===== src/rtl/controlador_bomba.sv =====
// Pump controller for a 5-sensor tank: debounces the level sensors, decodes the level
// and sequences the pump through fill, hold-off and latched fault.
//
// state   | meaning
// IDLE    | pump off, waiting for a low level (nivel <= 1)
// FILLING | pump on, watching for full level, sensor error or stalled level
// HOLDOFF | pump off for MIN_OFF_CYCLES before a restart is allowed
// FAULT   | pump off, alarm on, waiting for ack with consistent sensors
module controlador_bomba #(
  parameter int DEBOUNCE_CYCLES = 4,
  parameter int MIN_OFF_CYCLES  = 8,
  parameter int FILL_TIMEOUT    = 64
) (
  input  logic       clk,
  input  logic       rst_n,
  input  logic [4:0] sensores_in,
  input  logic       ack_in,
  output logic [4:0] sensores_filt_out,
  output logic [2:0] nivel_out,
  output logic       vazio_out,
  output logic       erro_sensor_out,
  output logic       bomba_out,
  output logic       alarme_out,
  output logic [1:0] estado_out
);

  typedef enum logic [1:0] {IDLE = 2'd0, FILLING = 2'd1, HOLDOFF = 2'd2, FAULT = 2'd3} estado_t;

  localparam int DW = $clog2(DEBOUNCE_CYCLES + 1);
  localparam int TW = $clog2(FILL_TIMEOUT + 1);
  localparam int OW = $clog2(MIN_OFF_CYCLES + 1);
  localparam logic [DW-1:0] DEB_MAX  = DW'(DEBOUNCE_CYCLES);
  localparam logic [TW-1:0] FILL_MAX = TW'(FILL_TIMEOUT);
  localparam logic [OW-1:0] OFF_MAX  = OW'(MIN_OFF_CYCLES);
  localparam logic [OW-1:0] OFF_LAST = OW'(MIN_OFF_CYCLES - 1);

  logic [4:0]    samp_q, cand_q, filt_q, molhado;
  logic [DW-1:0] deb_cnt, deb_next;
  logic [2:0]    nivel_d, nivel_q, nivel_prev_q;
  logic          consistente, vazio_q, erro_q;
  logic [TW-1:0] tmr_fill;
  logic [OW-1:0] tmr_off;
  estado_t       state_q, state_d;
  logic          bomba_q, bomba_d, alarme_q, alarme_d;

  // A run of identical samples only counts while it differs from the accepted pattern.
  always_comb begin
    deb_next = DW'(1);
    if (samp_q == cand_q && deb_cnt != '0) deb_next = deb_cnt + 1'b1;
  end

  always_ff @(posedge clk) begin
    if (!rst_n) begin
      samp_q  <= 5'b11111;
      cand_q  <= 5'b11111;
      filt_q  <= 5'b11111;
      deb_cnt <= '0;
    end else begin
      samp_q <= sensores_in;
      if (samp_q == filt_q) begin
        deb_cnt <= '0;
      end else if (deb_next >= DEB_MAX) begin
        filt_q  <= samp_q;
        deb_cnt <= '0;
      end else begin
        cand_q  <= samp_q;
        deb_cnt <= deb_next;
      end
    end
  end

  // Sensors are active-low; a valid column of water is wet from bit 0 upwards.
  always_comb begin
    molhado = ~filt_q;
    nivel_d = 3'd0;
    for (int i = 0; i < 5; i++) begin
      if (molhado[i]) nivel_d = 3'(i);
    end
    consistente = ((molhado & (molhado + 5'd1)) == 5'd0);
  end

  always_ff @(posedge clk) begin
    if (!rst_n) begin
      nivel_q      <= 3'd0;
      nivel_prev_q <= 3'd0;
      vazio_q      <= 1'b1;
      erro_q       <= 1'b0;
    end else begin
      nivel_q      <= nivel_d;
      nivel_prev_q <= nivel_q;
      vazio_q      <= (filt_q == 5'b11111);
      erro_q       <= ~consistente;
    end
  end

  always_ff @(posedge clk) begin
    if (!rst_n) begin
      tmr_fill <= '0;
      tmr_off  <= '0;
    end else begin
      if (state_q != FILLING || nivel_q > nivel_prev_q) tmr_fill <= '0;
      else if (tmr_fill != FILL_MAX)                     tmr_fill <= tmr_fill + 1'b1;
      if (state_q != HOLDOFF)     tmr_off <= '0;
      else if (tmr_off != OFF_MAX) tmr_off <= tmr_off + 1'b1;
    end
  end

  always_ff @(posedge clk) begin
    if (!rst_n) begin
      state_q  <= IDLE;
      bomba_q  <= 1'b0;
      alarme_q <= 1'b0;
    end else begin
      state_q  <= state_d;
      bomba_q  <= bomba_d;
      alarme_q <= alarme_d;
    end
  end

  always_comb begin
    state_d = state_q;
    case (state_q)
      IDLE: begin
        if (erro_q)              state_d = FAULT;
        else if (nivel_q <= 3'd1) state_d = FILLING;
      end
      FILLING: begin
        if (erro_q)                 state_d = FAULT;
        else if (nivel_q == 3'd4)   state_d = HOLDOFF;
        else if (tmr_fill >= FILL_MAX) state_d = FAULT;
      end
      HOLDOFF: begin
        if (erro_q)                 state_d = FAULT;
        else if (tmr_off >= OFF_LAST) state_d = IDLE;
      end
      FAULT: begin
        if (ack_in && !erro_q) state_d = HOLDOFF;
      end
      default: state_d = IDLE;
    endcase
  end

  // Outputs are decoded from the next state so they register together with it.
  always_comb begin
    bomba_d  = (state_d == FILLING);
    alarme_d = (state_d == FAULT);
  end

  assign sensores_filt_out = filt_q;
  assign nivel_out         = nivel_q;
  assign vazio_out         = vazio_q;
  assign erro_sensor_out   = erro_q;
  assign bomba_out         = bomba_q;
  assign alarme_out        = alarme_q;
  assign estado_out        = state_q;

endmodule


===== config.mk =====
export PLATFORM = sky130hd
export DESIGN_NAME = controlador_bomba
export DESIGN_NICKNAME = d
export VERILOG_FILES = /design/src/rtl/controlador_bomba.sv
export SDC_FILE = /design/constraint.sdc
export NUM_CORES = 1
export LEC_CHECK = 0
export CORE_MARGIN = 2
export CORE_UTILIZATION = 55
export CTS_BUF_LIST = sky130_fd_sc_hd__clkbuf_8
export CTS_CLUSTER_DIAMETER = 40
export DETAILED_ROUTE_END_ITERATION = 10
export GPL_TIMING_DRIVEN = 0
export PLACE_DENSITY = 0.86
export SYNTH_ARGS = -nofsm -noshare
export SYNTH_HDL_FRONTEND = slang
export SYNTH_SLANG_ARGS = --single-unit

===== constraint.sdc =====
create_clock -name clk -period 4.5 [get_ports clk]
set_input_delay 0.9 -clock clk [delete_from_list [all_inputs] [get_ports clk]]
set_output_delay 0.9 -clock clk [all_outputs]
set_load 0.005 [all_outputs]

==> results.txt, run 1 <==
----------------------------------------------------
[Outcome]
  Outcome ... finished, final reports clean

[Timing]
  Share of the cycle needed by the critical path after routing ... 49.8%
  Highest clock rate ... 446 MHz
  Final total negative setup slack ... 0 ps
  Min cycle time layout ... 2240 ps
  Number of hold-slack violations in the final timing report ... 0
  Total setup violations reported at the end of the flow ... 0
  Post-Route Skew ... 5.98 ps
  Unrepaired setup endpoints after global routing ... false
  Final max-slew violation count ... 0

[Place]
  Standard cell area after detailed placement ... 0.00204 mm²
  PortBufs ... 21
  Routability congestion estimate ... 0.805
  Post-DP HPWL ... 2490 µm

[Layout]
  Fraction of layout instances using a drive strength above 1 ... 5.71%
  Design area ... 0.00218 mm²
  Area of all sequential standard cells ... 821 µm²
  Multi-input gate area ... 902 µm²
  Layout fillers ... 234
  Antenna diode count ... 0
  Net count of the finished layout ... 226
  Layout overhead on the synthesized area ... 22.4%

[GRT]
  Pin count of the biggest net entering global routing ... 14
  GRT overflow ... 0
  Wire length of the first global-routing pass ... 5730 µm
  Initial antenna violation count ... 0
  Number of global-route vias before repair ... 1257
  Global routing usage summed across all routing layers ... 21.5%

[Synth]
  Summed instance area of the synthesized netlist ... 0.00178 mm²
  Largest area contributor in the netlist ... dfxtp_1
  Number of unique standard cell types used by synthesis ... 34
  Post-synthesis net count ... 198
  Area share of the largest cell type after synthesis ... 46.1%
  Async set or reset register ratio after synthesis ... 0%
  Top cell types by occurrence after synthesis ... dfxtp_1 (41), xnor2_1 (13), nand2_1 (12)
  Area share of fa/ha/maj cells after synthesis ... 6.33%
  FF+latch count, synth ... 41
  Synth Area in Compound Gates ... 6.47%
  Yosys Warn Count ... 0
  Simple-Gate Fraction of Synth Area ... 22.1%
  Post-synthesis mux area share ... 6.26%
  Number of instances in the synthesized netlist ... 181
  Most common cell in the netlist ... dfxtp_1
  Portion of the post-synthesis area used by sequential elements ... 46.1%
  XOR/XNOR Fraction of Synth Area ... 9.35%
  Number of enable flip-flop cells after synthesis ... 0
  Dominant register cell in the synthesized netlist ... dfxtp_1
  Combinational family with the most area after synthesis ... simple AND/OR/NAND/NOR gates
  Cell types with the largest area share after synthesis ... dfxtp_1 (46%), xnor2_1 (6.4%), ha_1 (6.3%)
  Average cell area after synthesis ... 9.83 µm²

[Worst hold path]
  Hold Path Class ... reg -> reg

[Clock tree]
  Number of instances resized during post-cts repair ... 0
  Clock slew at the register clock pins of the worst setup and hold paths ... 80 ps
  Buffer levels on the longest clock path ... 2
  Worst-skew pair later-pin latency ... 300 ps
  CTS hold repair buffers ... 0
  Post CTS Setup Buffer Count ... 0
  Clock buffer count from CTS ... 5
  Number of clock sinks ... 41
  CTS Root Cell ... clkbuf_8
  Maximum level of the CTS H-tree ... 2
  CTS tree ... built

[Critical path]
  CP max stage delay ... 560 ps
  Critical path start-end classification ... reg -> out
  Dominant delay contributor by cell family on the critical path ... buffers and inverters
  Required time of the worst setup path ... 3600 ps
  Startpoint Class ... flip-flop
  Critical path data arrival time ... 1340 ps
  Critical Path Fanout Max ... 7
  Number of buffers and inverters on the critical path ... 1
  Crit path max-delay cell type ... clkdlybuf4s50_1
  Sequence of cells on the critical path ... clkdlybuf4s50_1
  Type of destination of the critical path ... output pin

[Route]
  Detail-routed via count per cell ... 5.07
  Total detailed-routing wirelength ... 3400 µm
  Pre-antenna DRT Iters ... 4
  Average routed wire per standard cell ... 13.4 µm
  Routed vias ... 1289
  Number of design rule violations left after detail routing ... 0
  1st-iter DRT viols ... 41
  Count of antenna-violating nets left after detailed routing ... 0

[Floorplan]
  Chip width ... 60.9 µm
  Die boundary height ... 60.9 µm
  Initial Util ... 58.3%
  Area inside the core boundary ... 0.00305 mm²
  Area of the die ... 0.00371 mm²
  Rows ... 20
  I/O pins ... 22

[Pwr]
  Worst IR Drop VDD ... 0.260 mV
  PD cells ... 376 mW/mm²
  Standby leakage power ... 0.862 nW

[Flow run]
  Total of max-cap violations ... 0

----------------------------------------------------
layout by cell type, fill, tap and decap left out, drive strengths merged, types with 2 or more instances in the layout:
cell type,count
clkdlybuf4s50,21
nand4,2
xnor2,13
nand3,4
nor2b,10
o311a,2
and2,5
nor2,10
nand2,12
a21oi,5
and3,4
dfxtp,41
nor3,6
and2b,3
clkbuf,10
nand2b,7
inv,10
o21ai,5
mux2i,10
xor2,6
bufinv,2
ha,9
nand3b,2
metal layers:
layer,GRT usage (%),vias to the layer above,share of wire (%)
li1,-,662,-
met1,26.4,595,46
met2,35.5,27,49
met3,6.40,5,4.1
met4,8.39,0,1.6
met5,0,-,0
metrics by stage:
| step | power [mW] | worst slack, ps | instances | hold WS (ps) | util (%) |
|---|---|---|---|---|---|
| finish | 0.819 | 2260 | 254 | 495 | 71.4 |
| global route | 0.847 | 2190 | 254 | 514 | 71.4 |
| CTS | 0.823 | 2250 | 254 | 495 | 71.4 |
| detailed placement | 0.479 | 2150 | 246 | 487 | 67.0 |
| global placement | 0.475 | 2170 | 246 | 470 | 67.0 |
| floorplan | 0.449 | 2910 | 181 | 462 | - |
state kept, by name (all words and copies together), names as in the netlist, 3 cells and up:
signal	cells
cand_q	5
deb_cnt	3
nivel_out	3
nivel_prev_q	3
samp_q	5
sensores_filt_out	5
tmr_fill	7
tmr_off	4
cells by family after synthesis:
logic type                 count (synthesis)
AOI/OAI and AO/OA                         16
xor gates and xnor gates                  19
adders and majority gates                  9
buffers and inverters                     15
DFF                                       41
muxes                                     11
other                                      1
and+or+nand+nor                           69
layout make-up:
class,instances,share of cell area (%)
Multi-Input combinational cell,125,41.4
Sequential cell,41,37.7
Timing Repair Buffer,21,9.65
Clock buffer,5,3.16
Clock inverter,3,2.99
Tap cell,44,2.53
Inverter,10,1.72
Buffer,5,0.862
final timing paths:
check	cells past startpoint	from	slack, ps	to
worst max-delay path	1	sensores_filt_out[2]	2260	sensores_filt_out[2]
worst min register to register	2	tmr_off[1]	490	tmr_off[1]
worst max register to register	6	nivel_out[1]	2680	tmr_fill[2]
worst min-delay path	2	tmr_off[1]	490	tmr_off[1]
report_power, final:
group	internal (mW)	switching [mW]	leakage, nW
sequential	0.378	0.0134	0.335
clock	0.220	0.128	0.0681
combinational	0.0434	0.0368	0.459
Note: power is estimated with default switching activity, not from simulation.
==> run 2: changes to the inputs <==
- CORE_UTILIZATION: 55 -> 51
- PLACE_DENSITY: 0.86 -> 0.84
- clock period: 4.5 -> 2 ns (I/O delays scaled with it)
==> results.txt, run 2 (synthesis gave the netlist of run 1 again) <==
----------------------------------------------------
[Outcome]
  Outcome ... finished, final reports clean

[Route]
  Count of antenna-violating nets left after detailed routing ... 0 (unchanged)
  1st-iter DRT viols ... 52 (+27%)
  Total detailed-routing wirelength ... 3090 µm (-9.2%)
  Routed vias ... 1257 (-2.5%)
  Detail-routed via count per cell ... 4.91 (-3.2%)
  Number of design rule violations left after detail routing ... 0 (unchanged)
  Pre-antenna DRT Iters ... 4 (unchanged)
  Average routed wire per standard cell ... 12.1 µm (-9.9%)

[Pwr]
  Sequential fraction of design power ... 50.5% (+2.8 points)
  Sw frac ... 22.4% (+0.65 points)
  Combinational power share ... 10.1% (+0.3 points)
  PD cells ... 804 mW/mm² (+110%)
  Part of the power in the clock network ... 39.4% (-3.1 points)
  Net switching power figure ... 390 µW (+120%)
  Design internal power ... 1.35 mW (+110%)
  Standby leakage power ... 0.851 nW (-1.2%)
  Worst IR Drop VDD ... 0.551 mV (+110%)

[Timing]
  Min cycle time layout ... 1770 ps
  Final total negative setup slack ... 0 ps (unchanged)
  Highest clock rate ... 566 MHz
  Number of hold-slack violations in the final timing report ... 0 (unchanged)
  Unrepaired setup endpoints after global routing ... false
  Post-Route Skew ... 7.39 ps (+1.41 ps)
  Total setup violations reported at the end of the flow ... 0 (unchanged)
  Crit path setup slack, layout ... 232 ps (-2030 ps)
  Final max-slew violation count ... 0 (unchanged)
  Share of the cycle needed by the critical path after routing ... 88.4%

[Layout]
  Layout overhead on the synthesized area ... 21.8%
  Filler-free cell count of the finished design ... 256 (+0.79%)
  Final design utilization ... 64.9% (-6.4 points)
  Leading cell type in the layout, fill and taps excluded ... dfxtp_1
  Antenna diode count ... 0 (unchanged)
  Most frequent cells in the layout ... dfxtp_1 (41), clkdlybuf4s50_1 (21), xnor2_1 (13), nand2_1 (12)
  Net count of the finished layout ... 226 (unchanged)
  Flip-flop count of the largest register, all copies and words added ... 7 (unchanged)
  Fraction of layout instances using a drive strength above 1 ... 5.71% (unchanged)
  Register ranked first by flip-flop count ... tmr_fill

[Clock tree]
  Number of instances resized during post-cts repair ... 0 (unchanged)
  CTS hold repair buffers ... 0 (unchanged)
  Maximum level of the CTS H-tree ... 2 (unchanged)
  Clock buffer count from CTS ... 5 (unchanged)
  Buffer levels on the longest clock path ... 2 (unchanged)
  Post CTS Setup Buffer Count ... 0 (unchanged)
  Worst-skew pair later-pin latency ... 290 ps (about the same)
  CTS Root Cell ... clkbuf_8
  Clock slew at the register clock pins of the worst setup and hold paths ... 80 ps (about the same)
  CTS tree ... built
  Number of clock sinks ... 41 (unchanged)

[Critical path]
  Type of destination of the critical path ... flip-flop
  Dominant delay contributor by cell family on the critical path ... simple AND/OR/NAND/NOR gates
  Critical path data arrival time ... 1950 ps (+610 ps)
  Critical path start-end classification ... reg -> reg
  Startpoint of the lowest-slack register-to-register path ... deb_cnt[0]
  Startpoint Class ... flip-flop
  Crit path max-delay cell type ... nor3_4
  Critical Path Source ... deb_cnt[0]
  Number of buffers and inverters on the critical path ... 1 (unchanged)
  Sequence of cells on the critical path ... inv_1, ha_1, nand2b_1, nand4_1, nor3_4, a31oi_4, and4_1
  CP max stage delay ... 470 ps (-90 ps)
  Critical Path Fanout Max ... 7 (unchanged)
  Required time of the worst setup path ... 2180 ps (-1420 ps)

[Place]
  PortBufs ... 21 (unchanged)
  Post-DP HPWL ... 2160 µm (-13%)
  Routability congestion estimate ... 0.780 (-3.1%)
  Instance count after placement with tap cells included ... 248 (+0.81%)
  Pre-CTS setup slack ... 134 ps (-2010 ps)

[Worst hold path]
  Hold Path Class ... reg -> reg
  Hold wc startpoint ... tmr_off[1]

[GRT]
  Wire length of the first global-routing pass ... 5490 µm (-4.2%)
  Initial antenna violation count ... 0 (unchanged)
  Pin count of the biggest net entering global routing ... 14 (unchanged)
  GRT overflow ... 0 (unchanged)
  Number of global-route vias before repair ... 1205 (-4.1%)
  Global routing usage summed across all routing layers ... 17.5% (-3.9 points)

[Floorplan]
  Rows ... 21 (+5.0%)
  Area of the die ... 0.00398 mm² (+7.3%)
  Die boundary height ... 63.1 µm (+3.6%)
  I/O pins ... 22 (unchanged)
  Initial Util ... 53.3% (-5.0 points)
  Area inside the core boundary ... 0.00334 mm² (+9.3%)
  Chip width ... 63.1 µm (+3.6%)

[Flow run]
  Total of max-cap violations ... 0 (unchanged)

----------------------------------------------------
## run 2: final cells by class
cell class              count  area (µm²)
clock inverters             2        37.5
flip-flops and latches     41         821
repair buffers             21         210
well taps                  46        57.6
plain buffers               5        18.8
multi-input cells         125         902
inverters                  10        37.5
clock buffers               6        82.6
fillers                   282        1170
## run 2: worst min-delay path: stages (launching register included)
cell     delay, ps
dfxtp_1        340
nand2_1         60
a21oi_1         60
## run 2: power by group through the flow
stage / registers (mW) / logic (mW) / clock network [mW]
2_1_floorplan: 0.893 / 0.116 / 0
3_3_place_gp: 0.898 / 0.173 / 0
3_5_place_dp: 0.899 / 0.176 / 0
4_1_cts: 0.880 / 0.177 / 0.701
5_1_grt: 0.886 / 0.194 / 0.746
6_report: 0.880 / 0.176 / 0.687
## run 2: per-layer routing
layer / vias to the layer above / GRT usage [%] / share of wire (%)
met4: 0 / 9.17 / 2.1
li1: 656 / - / -
met3: 5 / 3.93 / 4.0
met1: 570 / 22.5 / 48
met2: 26 / 27.5 / 46
met5: - / 0 / 0
## run 2: worst paths after layout
| check | to | slack (ps) | cells after the start |
|---|---|---|---|
| worst min register to register | tmr_off[1] | 510 | 2 |
| worst max register to register | deb_cnt[1] | 230 | 7 |
| worst min-delay path | tmr_off[1] | 510 | 2 |
| worst max-delay path | deb_cnt[1] | 230 | 7 |
## run 2: metrics by stage
step           hold WS [ps]  power, mW  cell area, µm²
4_1_cts                 510       1.76            2170
3_5_place_dp            495       1.07            2050
3_3_place_gp            477       1.07            2050
5_1_grt                 551       1.83            2170
2_1_floorplan           462       1.01            1780
6_report                507       1.74            2170
==> run 3: changes to the inputs <==
- SKIP_CTS_REPAIR_TIMING: unset -> 1
==> results of run 3 <==
The final DEF is identical to that of run 2; final timing and power are the same.
